$ cat config.mk
export PLATFORM = sky130hd
export DESIGN_NAME = rat_int_debounce
export DESIGN_NICKNAME = d
export VERILOG_FILES = /design/src/rtl/rat_int_debounce.sv
export SDC_FILE = /design/constraint.sdc
export NUM_CORES = 1
export LEC_CHECK = 0
export BUFFER_PORTS_ARGS = -buffer_cell sky130_fd_sc_hd__buf_2
export CAP_MARGIN = 20
export CORE_MARGIN = 2
export CORE_UTILIZATION = 52
export DETAILED_ROUTE_END_ITERATION = 8
export PLACE_DENSITY_LB_ADDON = 0.12
export SLEW_MARGIN = 20
export SYNTH_ARGS = -nofsm -noshare
export SYNTH_HDL_FRONTEND = slang
export SYNTH_SLANG_ARGS = --single-unit
export TNS_END_PERCENT = 50
$ cat constraint.sdc
create_clock -name CLK -period 1.8 [get_ports CLK]
set_input_delay 0.09 -clock CLK [delete_from_list [all_inputs] [get_ports CLK]]
set_output_delay 0.09 -clock CLK [all_outputs]
set_load 0.01 [all_outputs]
$ cat src/rtl/rat_int_debounce.sv
// Interrupt button conditioner for the RAT MCU: synchronizer, press/release
// debounce and a fixed-width one-shot on INT_OUT, plus a wrapping press counter.
module rat_int_debounce #(
   parameter int unsigned STABLE_CNT  = 2,
   parameter int unsigned PULSE_WIDTH = 2
) (
   input  logic       CLK,
   input  logic       RST_N,
   input  logic       BTN_INT,
   output logic       INT_OUT,
   output logic       BTN_CLEAN,
   output logic [7:0] PRESS_COUNT
);

   localparam logic [7:0] STABLE_LIM = 8'(STABLE_CNT);
   localparam logic [7:0] PULSE_LIM  = 8'(PULSE_WIDTH);

   typedef enum logic [2:0] {
      IDLE,
      DB_PRESS,
      PULSE,
      HELD,
      DB_RELEASE
   } state_t;

   state_t     state;
   state_t     state_nxt;
   logic       sync1;
   logic       btn_s;
   logic [7:0] cnt;
   logic [7:0] cnt_nxt;
   logic [7:0] cnt_inc;
   logic       int_nxt;
   logic       clean_nxt;
   logic [7:0] count_nxt;

   // Two-flop synchronizer for the asynchronous button level.
   always_ff @(posedge CLK or negedge RST_N) begin
      if (!RST_N) begin
         sync1 <= 1'b0;
         btn_s <= 1'b0;
      end else begin
         sync1 <= BTN_INT;
         btn_s <= sync1;
      end
   end

   assign cnt_inc = cnt + 8'd1;

   // Next-state and next-output logic; outputs hold unless a transition changes them.
   always_comb begin
      state_nxt = state;
      cnt_nxt   = cnt;
      int_nxt   = INT_OUT;
      clean_nxt = BTN_CLEAN;
      count_nxt = PRESS_COUNT;
      case (state)
         IDLE: begin
            if (btn_s) begin
               if (STABLE_LIM == 8'd1) begin
                  state_nxt = PULSE;
                  cnt_nxt   = '0;
                  int_nxt   = 1'b1;
                  clean_nxt = 1'b1;
                  count_nxt = PRESS_COUNT + 8'd1;
               end else begin
                  state_nxt = DB_PRESS;
                  cnt_nxt   = 8'd1;
               end
            end
         end
         DB_PRESS: begin
            if (!btn_s) begin
               state_nxt = IDLE;
               cnt_nxt   = '0;
            end else if (cnt_inc == STABLE_LIM) begin
               state_nxt = PULSE;
               cnt_nxt   = '0;
               int_nxt   = 1'b1;
               clean_nxt = 1'b1;
               count_nxt = PRESS_COUNT + 8'd1;
            end else begin
               cnt_nxt = cnt_inc;
            end
         end
         PULSE: begin
            // Button is ignored here so a release cannot shorten the pulse.
            if (cnt_inc == PULSE_LIM) begin
               state_nxt = HELD;
               cnt_nxt   = '0;
               int_nxt   = 1'b0;
            end else begin
               cnt_nxt = cnt_inc;
            end
         end
         HELD: begin
            if (!btn_s) begin
               if (STABLE_LIM == 8'd1) begin
                  state_nxt = IDLE;
                  cnt_nxt   = '0;
                  clean_nxt = 1'b0;
               end else begin
                  state_nxt = DB_RELEASE;
                  cnt_nxt   = 8'd1;
               end
            end
         end
         DB_RELEASE: begin
            if (btn_s) begin
               state_nxt = HELD;
               cnt_nxt   = '0;
            end else if (cnt_inc == STABLE_LIM) begin
               state_nxt = IDLE;
               cnt_nxt   = '0;
               clean_nxt = 1'b0;
            end else begin
               cnt_nxt = cnt_inc;
            end
         end
         default: begin
            state_nxt = IDLE;
            cnt_nxt   = '0;
         end
      endcase
   end

   // State, sample counter and registered outputs.
   always_ff @(posedge CLK or negedge RST_N) begin
      if (!RST_N) begin
         state       <= IDLE;
         cnt         <= '0;
         INT_OUT     <= 1'b0;
         BTN_CLEAN   <= 1'b0;
         PRESS_COUNT <= '0;
      end else begin
         state       <= state_nxt;
         cnt         <= cnt_nxt;
         INT_OUT     <= int_nxt;
         BTN_CLEAN   <= clean_nxt;
         PRESS_COUNT <= count_nxt;
      end
   end

endmodule

Word-level counts from Yosys, hierarchy flattened --
Index checks and enable logic that the tools add are counted.
Storage, ports and cells: flip-flop bits (word level) 23, output and inout bits 10
Cells by class: $add $sub $neg 2, equality and inequality tests 14, multiplexer cells 20, reductions and logical operators 8
Operators by type and width (number):
- 8-bit 2-to-1 mux | 5
- 8-bit case mux with 5 select lines | 1
- 3-bit 2-to-1 mux | 7
- 8-bit by 1-bit adder with 8-bit output (second input constant) | 2
- 3-bit case mux with 5 select lines | 1
- 2-bit inequality test (second input constant) | 7
- 5-bit AND reduction | 2
- 8-bit by 2-bit equality test with 1-bit output (second input constant) | 1
- 3-bit by 2-bit equality test with 1-bit output (second input constant) | 2
- 3-bit inequality test (second input constant) | 2
- 1-bit 2-to-1 mux | 4
- 1-bit case mux with 2 select lines | 2
- 4-bit AND reduction | 1
- 2-bit nonzero test | 2
- 3-bit by 1-bit equality test with 1-bit output (second input constant) | 1
- 3-bit equality test (second input constant) | 1
- 3-bit logical NOT | 1
- 3-bit AND reduction | 1
- 2-bit AND reduction | 1

Logic depth before layout (Yosys ltp) --
Gate-level depths: netlist of run 1.
depth after elaboration 5, gate-level depth with buffers 7, depth with buffers taken out 6

Least setup slack after synthesis of run 1 --
OpenSTA, ideal clock, no wires.
path type register to register, from reg cnt[1], to reg BTN_CLEAN, data arrival time 1.907 ns, data required time 1.674 ns, path slack -0.233 ns, cell stages (with the launch flop) 8, clock period less this slack 2.033 ns, path through dfrtp_1 -> inv_1 -> ha_1 -> or4b_4 -> o22a_1 -> buf_6 -> o31a_1 -> a221o_1
Between the ends: word-level cells in the longest chain between the ends 4
RTL lines:
- start, declared | line 30 | logic [7:0] cnt;
- start signal, assigned | line 137 | cnt <= cnt_nxt;
- 8-bit by 1-bit adder with 8-bit output * | line 48 | assign cnt_inc = cnt + 8'd1;
- 8-bit by 2-bit equality test with 1-bit output * | line 76, 112
- 2-bit inequality test (no source line)
- 5-bit AND reduction (no source line) *
- end signal, assigned | line 139 | BTN_CLEAN <= clean_nxt;
- end, declared | line 11 | output logic BTN_CLEAN,
Every way passes the cells marked *; elsewhere a longest branch is shown, timed or not. A chain may end at the register's enable or synchronous reset.

Worst setup path after layout of run 1 --
from reg cnt[1], to reg PRESS_COUNT[3]
Between the ends: word-level cells in the longest chain between the ends 3
RTL lines:
- 8-bit by 1-bit adder with 8-bit output | line 48
- 8-bit by 2-bit equality test with 1-bit output | line 76 | end else if (cnt_inc == STABLE_LIM) begin
- 3-bit AND reduction (no source line)
- end signal, assigned | line 140 | PRESS_COUNT <= count_nxt;
- end, declared | line 12 | output logic [7:0] PRESS_COUNT
Every way passes these cells.

==> flow_metrics.tcl, run 1 <==
set metrics [dict create \
    synth_simple_gate_area_share_pct 25.0 \
    syn-num-nets 144 \
    worst_setup_slack_final_ns -0.233 \
    worst_slack_after_detailed_placement_ns -0.319 \
    muxShareOfSynthArea_pct 1.60 \
    post-synth-top-count-cell "sky130_fd_sc_hd__dfrtp_1" \
    grt_setup_unrepaired "yes" \
    static-leakage-power_nw 0.876 \
    netlist_area_um2 1330 \
    flop_pwr_share_pct 31.8 \
    route.antenna.remaining_nets 0 \
    wire_length_of_the_first_global_routing_pass_um 5550 \
    asyncSetResetFlopFracSynth_pct 100 \
    flow.area_growth_from_synthesis_pct 40.7 \
    placed_cells_incl_taps 198 \
    synth-xor-area-share_pct 7.25 \
    worst-path-max-fanout 6 \
    failed_checks "negative setup slack" \
    max_cap_violations 0 \
    cp_top_family "simple AND/OR/NAND/NOR gates" \
    number_of_antenna_violations_at_the_first_check_in_global_routing 0 \
    p_per_area_nw_per_um2 1260 \
    timing.setup.tns_ns -1.78 \
    netlist_top_cells_area "sky130_fd_sc_hd__dfrtp_1 43%, sky130_fd_sc_hd__xor2_1 4.6%, sky130_fd_sc_hd__nand3_1 3.4%" \
    critical_path.slowest_cell "sky130_fd_sc_hd__or4b_4" \
    synth_area_in_adders_pct 2.82 \
    drtIter0Drc 28 \
    num_vias 1279 \
    tritoncts_clock_tree "done" \
    grt_remaining_overflow 0 \
    final.setup_skew_ns 0.00920 \
    tritoncts.num_buffers 3 \
    internal_power_mw 1.36 \
    clock_sink_count 23 \
    dpl.hpwl_um 2260 \
    route.detailed.drc 0 \
    max_slew.worst_pin.slew_ns 0.519 \
    synth_seq_area_share_pct 43.3 \
    worst_slew_margin_rel_pct 65.4 \
    synth-main-ff-cell "sky130_fd_sc_hd__dfrtp_1" \
    num_antenna_cells 0 \
    yosysUniqueCellTypes 42 \
    via_count_of_the_first_global_routing_pass 1148 \
    synth_compound_gate_area_share_pct 16.0 \
    end_kind "register" \
    ys.warnings.count 0 \
    critical_path_required_ns 2.05 \
    die_h_um 54.6 \
    netSwitchingPower_mw 1.00 \
    clkTransAtPathRegs_ns 0.13 \
    crit_arrival_ns 2.28 \
    initial_utilization_pct 54.1 \
    status "finished, violations left" \
    worstPathBufferInverterCount 3 \
    non_filler_cells_final 213 \
    share_clk_of_total_power_pct 10.6 \
    dr.pass1.iters 4 \
    hold_viol_final 0 \
    worst_setup_path_startpoint "cnt[1]" \
    critical_path.startpoint_type "register" \
    groute.usage.overall_pct 26.6 \
    synth_commonest_cells "23 x sky130_fd_sc_hd__dfrtp_1, 10 x sky130_fd_sc_hd__nor2_1, 9 x sky130_fd_sc_hd__nand2_1, 9 x sky130_fd_sc_hd__nand3_1, 7 x sky130_fd_sc_hd__xor2_1" \
    boundaryPins 13 \
    dominant_combinational_cell_family_by_area_after_synthesis "simple AND/OR/NAND/NOR gates" \
    cts-htree-levels 1 \
    worst_skew_pair.late_latency_ns 0.33 \
    portBuffers 12 \
    pin_count_of_the_biggest_net_entering_global_routing 24 \
    synth-seq-cells 23 \
    netlist.top_cell.by_area "sky130_fd_sc_hd__dfrtp_1" \
    timing.critical_path.mode_cell "sky130_fd_sc_hd__buf_4" \
    rows 18 \
    ctsLongestPathBuffers 2 \
    layout-drive-gt1-share_pct 38.8 \
    synthDominantCellAreaShare_pct 43.3 \
    post_synth.cell_area_avg_um2 9.63 \
    final.period_utilization_pct 113 \
    worstReg2RegStart "cnt[1]" \
    critical_path_class "reg2reg" \
    synth-edff-count 0 \
    drt-vias-per-instance 6.00 \
    syn-instance-count 138 \
    report.final.slew_viol_count 0 \
    worst_path_largest_cell_delay_ns 0.46 \
    power.switching_fraction_pct 42.5 \
    ir_worst_vdd_uv 1060 \
    timing.critical_path.cells "inv_2, ha_4, or4b_4, o22a_4, buf_4, buf_4, nor3_4, xor2_1" \
    fp.dieW_um 54.6 \
    drt-wirelength-per-cell_um 16.9 \
    period_needed_ns 2.03 \
    combPwrFrac_pct 57.6 \
    core_area_um2 2450 \
    timing.final.setup_violations 13 \
    post_layout_nets 190 \
    final_wirelength_um 3610 \
    final_estimated_routing_congestion_in_global_placement 0.891 \
    hold_path_class "in2async" \
    root_buffer "sky130_fd_sc_hd__clkbuf_4" \
    maxClockFrequency_mhz 492 \
    die_area_um2 2980 \
]
-- stage by stage --
| stage | area, µm² | hold slack [ns] | total power [mW] | utilization (%) |
|---|---|---|---|---|
| after global routing | 1870 | 0.314 | 2.52 | 76.1 |
| after global placement | 1570 | 0.0854 | 1.71 | 63.9 |
| after detailed placement | 1570 | 0.0906 | 1.75 | 63.9 |
| after floorplan | 1330 | -0.206 | 1.38 | - |
| after CTS | 1810 | 0.261 | 2.23 | 73.8 |
| final | 1870 | 0.245 | 2.36 | 76.1 |
-- power by group through the flow --
stage | clock network (mW) | registers, mW | logic, mW
4_1_cts | 0.248 | 0.748 | 1.23
3_5_place_dp | 0 | 0.737 | 1.01
2_1_floorplan | 0 | 0.755 | 0.621
3_3_place_gp | 0 | 0.731 | 0.976
6_report | 0.250 | 0.750 | 1.36
5_1_grt | 0.275 | 0.768 | 1.47
-- cells in the final DEF, fill, tap and decap left out, drive strengths merged, types with 2 or more instances in the layout --
master	netlist	final
ha	3	3
and3	2	2
dfrtp	23	23
nor4b	2	2
o22ai	3	3
xnor2	4	4
o21ai	6	6
o31ai	3	3
nand4	6	6
xor2	7	7
a21o	3	3
nor2b	2	2
buf	2	45
and2	2	2
nor3	6	6
nor2	10	10
nand2	9	9
dlygate4sd3	0	2
a21oi	5	5
clkbuf	4	4
nand3	9	9
nand2b	2	2
a31oi	3	3
nor4	3	3
inv	4	4
-- cell families (layout without fill, tap and decap cells) --
logic type               after synthesis  in the layout
AO/OA/AOI/OAI                         31             31
buffers and inverters                 10             55
adder cells (fa/ha/maj)                3              3
XOR/XNOR                              11             11
flip-flops                            23             23
AND/OR/NAND/NOR                       58             58
multiplexers                           2              2
-- registers in the layout (all words and copies together) (netlist names) --
name,cells
cnt,8
sync1,1
BTN_CLEAN,1
btn_s,1
INT_OUT,1
state,3
PRESS_COUNT,8
-- worst paths after layout --
| check | slack [ns] | cells after the start | endpoint |
|---|---|---|---|
| worst max-delay path | -0.23 | 8 | PRESS_COUNT[3] |
| worst min-delay path | 0.25 | 2 | PRESS_COUNT[0] |
| worst max register to register | -0.23 | 8 | PRESS_COUNT[3] |
| worst min register to register | 0.38 | 0 | btn_s |
| max in group asynchronous | 1.18 | 2 | cnt[0] |
| min in group CLK | 0.38 | 0 | btn_s |
-- cell type report --
class	instances	area [µm²]
repair buffers	47	343
clock buffers	4	26.3
fillers	157	586
flip-flops and latches	23	577
multi-input cells	105	871
inverters	4	15.0
well taps	30	37.5
-- layer usage --
layer	vias to the layer above	routed length (µm)	track usage, %
li1	606	-	-
met1	640	1500	33.2
met2	29	1920	47.6
met3	4	152	4.92
met4	0	38	5.00
met5	-	0	0
-- repair_timing --
action,CTS,global route
setup buffers,6,4
hold buffers,2,0
hold endpoints to repair,24,0
resized for setup,32,6
endpoints found under the setup margin,14,14
pin swaps,17,10
(Power assumes the default switching activity.)
==> run 2: changes to the inputs <==
--- a/config.mk
+++ b/config.mk
@@ -11,6 +11,7 @@
 export CORE_UTILIZATION = 52
 export DETAILED_ROUTE_END_ITERATION = 8
 export PLACE_DENSITY_LB_ADDON = 0.12
+export REMOVE_ABC_BUFFERS = 1
 export SLEW_MARGIN = 20
 export SYNTH_ARGS = -nofsm -noshare
 export SYNTH_HDL_FRONTEND = slang
==> run 2 against run 1 <==
Against the previous run:
- the run still ends with negative setup slack left
- non-clock buffer count decreased by 4
- cell count shrank 1.9%
- first-iteration DRC count is 54% higher
- critical path type unchanged
- highest routed layer unchanged
==> flow_metrics.tcl, run 2 (synthesis gave the netlist of run 1 again) <==
set metrics [dict create \
    die_area_um2 2980 \
    wire_length_of_the_first_global_routing_pass_um 5390 \
    hold_viol_final 0 \
    core_area_um2 2450 \
    critical_path.slowest_cell "sky130_fd_sc_hd__or4b_4" \
    power.switching_fraction_pct 43.0 \
    holdWs_ns 0.269 \
    tritoncts_clock_tree "done" \
    failed_checks "negative setup slack" \
    via_count_of_the_first_global_routing_pass 1158 \
    layout.cells.most_common_list "26 x sky130_fd_sc_hd__buf_4, 22 x sky130_fd_sc_hd__dfrtp_1, 12 x sky130_fd_sc_hd__buf_2" \
    ctsLongestPathBuffers 2 \
    initial_utilization_pct 54.1 \
    final_area_um2 1860 \
    pin_count_of_the_biggest_net_entering_global_routing 24 \
    num_vias 1267 \
    layout-drive-gt1-share_pct 39.1 \
    report.power.total_mw 2.35 \
    worst_path_largest_cell_delay_ns 0.48 \
    largest_registers "PRESS_COUNT: 8 flops, cnt: 8 flops, state: 3 flops" \
    dr.pass1.iters 4 \
    internal_power_mw 1.34 \
    drt-vias-per-instance 6.06 \
    root_buffer "sky130_fd_sc_hd__clkbuf_4" \
    status "finished, violations left" \
    grt_setup_unrepaired "yes" \
    cp_top_family "compound AO/OA/AOI/OAI gates" \
    clkTransAtPathRegs_ns 0.13 \
    groute.usage.overall_pct 25.2 \
    period_needed_ns 2.06 \
    worst_setup_slack_final_ns -0.259 \
    worst_slew_margin_rel_pct 62.8 \
    max_slew.worst_pin.slew_ns 0.556 \
    share_clk_of_total_power_pct 10.2 \
    post_layout_nets 186 \
    number_of_antenna_violations_at_the_first_check_in_global_routing 0 \
    timing.final.setup_violations 11 \
    clock_sink_count 23 \
    most_common_library_cell_in_the_layout_ignoring_fill_and_taps "sky130_fd_sc_hd__buf_4" \
    ir_worst_vdd_uv 822 \
    route.antenna.remaining_nets 0 \
    critical_path_required_ns 2.01 \
    critical_path_class "reg2reg" \
    fp.dieW_um 54.6 \
    final_wirelength_um 3490 \
    die_h_um 54.6 \
    static-leakage-power_nw 0.869 \
    final.setup_skew_ns 0.0119 \
    report.final.slew_viol_count 0 \
    flop_pwr_share_pct 31.9 \
    portBuffers 12 \
    netSwitchingPower_mw 1.01 \
    critical_path.startpoint_type "register" \
    drt-wirelength-per-cell_um 16.7 \
    tritoncts.num_buffers 3 \
    worst_skew_pair.late_latency_ns 0.31 \
    worst-path-max-fanout 6 \
    max_cap_violations 0 \
    flow.area_growth_from_synthesis_pct 40.2 \
    final_estimated_routing_congestion_in_global_placement 0.817 \
    drtIter0Drc 43 \
    timing.critical_path.cells "inv_2, ha_4, or4b_4, o22a_4, o31a_1, a221o_1" \
    maxClockFrequency_mhz 486 \
    grt_remaining_overflow 0 \
    cts-htree-levels 1 \
    n_fill_cell 173 \
    placed_cell_area_um2 1590 \
    finish.utilization_pct 75.9 \
    hold_path_class "in2async" \
    num_antenna_cells 0 \
    route.detailed.drc 0 \
    dpl.hpwl_um 2270 \
    end_kind "register" \
    p_per_area_nw_per_um2 1260 \
    rows 18 \
    boundaryPins 13 \
    final.period_utilization_pct 114 \
    combPwrFrac_pct 57.9 \
    worstPathBufferInverterCount 1 \
    crit_arrival_ns 2.26 \
]
## run 2: changes by cell type in the layout (fill, tap and decap cells not counted), sizes merged
| cell | change |
|---|---|
| buf | -4 |
## run 2: metrics by stage
step	setup WS, ns	std cells	setup TNS [ns]
6_report	-0.259	209	-2.16
5_1_grt	-0.317	209	-2.93
4_1_cts	-0.229	207	-2.09
3_5_place_dp	-0.363	199	-2.68
3_3_place_gp	-0.253	199	-1.86
2_1_floorplan	-0.237	132	-1.14
## run 2: layer usage
layer  vias to the layer above  track usage [%]  part of all wire (%)
met3                        12             4.10                   5.1
met5                         -                0                     0
li1                        594                -                     -
met1                       611             30.8                    40
met2                        50             42.8                    51
met4                         0             12.5                   3.5
## run 2: layout make-up
class	instances	area, µm²	area share (%)
clock buffers	4	26.3	1.41
well taps	30	37.5	2.01
multi-input cells	105	890	47.8
repair buffers	43	318	17.1
flip-flops and latches	23	577	31.0
inverters	4	15.0	0.806
## run 2: worst paths after layout
path                       depth (start not counted)   endpoint    from  slack (ns)
max                                                6  BTN_CLEAN  cnt[1]       -0.26
min                                                2   state[0]   RST_N        0.27
max reg2reg                                        6  BTN_CLEAN  cnt[1]       -0.26
min reg2reg                                        0      btn_s   sync1        0.38
max in group asynchronous                          2     cnt[0]   RST_N        1.15
min in group CLK                                   0      btn_s   sync1        0.38
## run 2: repair_timing
item,4_1_cts,5_1_grt
hold buffers,2,0
endpoints found under the setup margin,12,14
gates resized for setup,28,10
hold endpoints to repair,24,0
setup buffers,2,2
pin swaps,14,8
## run 2: power groups by stage
stage          Clock, mW  Sequential [mW]  Combinational (mW)
2_1_floorplan          0            0.791               0.544
3_3_place_gp           0            0.729                1.00
3_5_place_dp           0            0.733                1.03
4_1_cts            0.245            0.732                1.25
5_1_grt            0.266            0.767                1.47
6_report           0.239            0.750                1.36
## run 2: worst register-to-register path, stage by stage, from the launching register on
cell and delay (ns):
sky130_fd_sc_hd__dfrtp_1 0.41, sky130_fd_sc_hd__inv_2 0.08, sky130_fd_sc_hd__ha_4 0.13, sky130_fd_sc_hd__or4b_4 0.48, sky130_fd_sc_hd__o22a_4 0.28, sky130_fd_sc_hd__o31a_1 0.31
sky130_fd_sc_hd__a221o_1 0.27
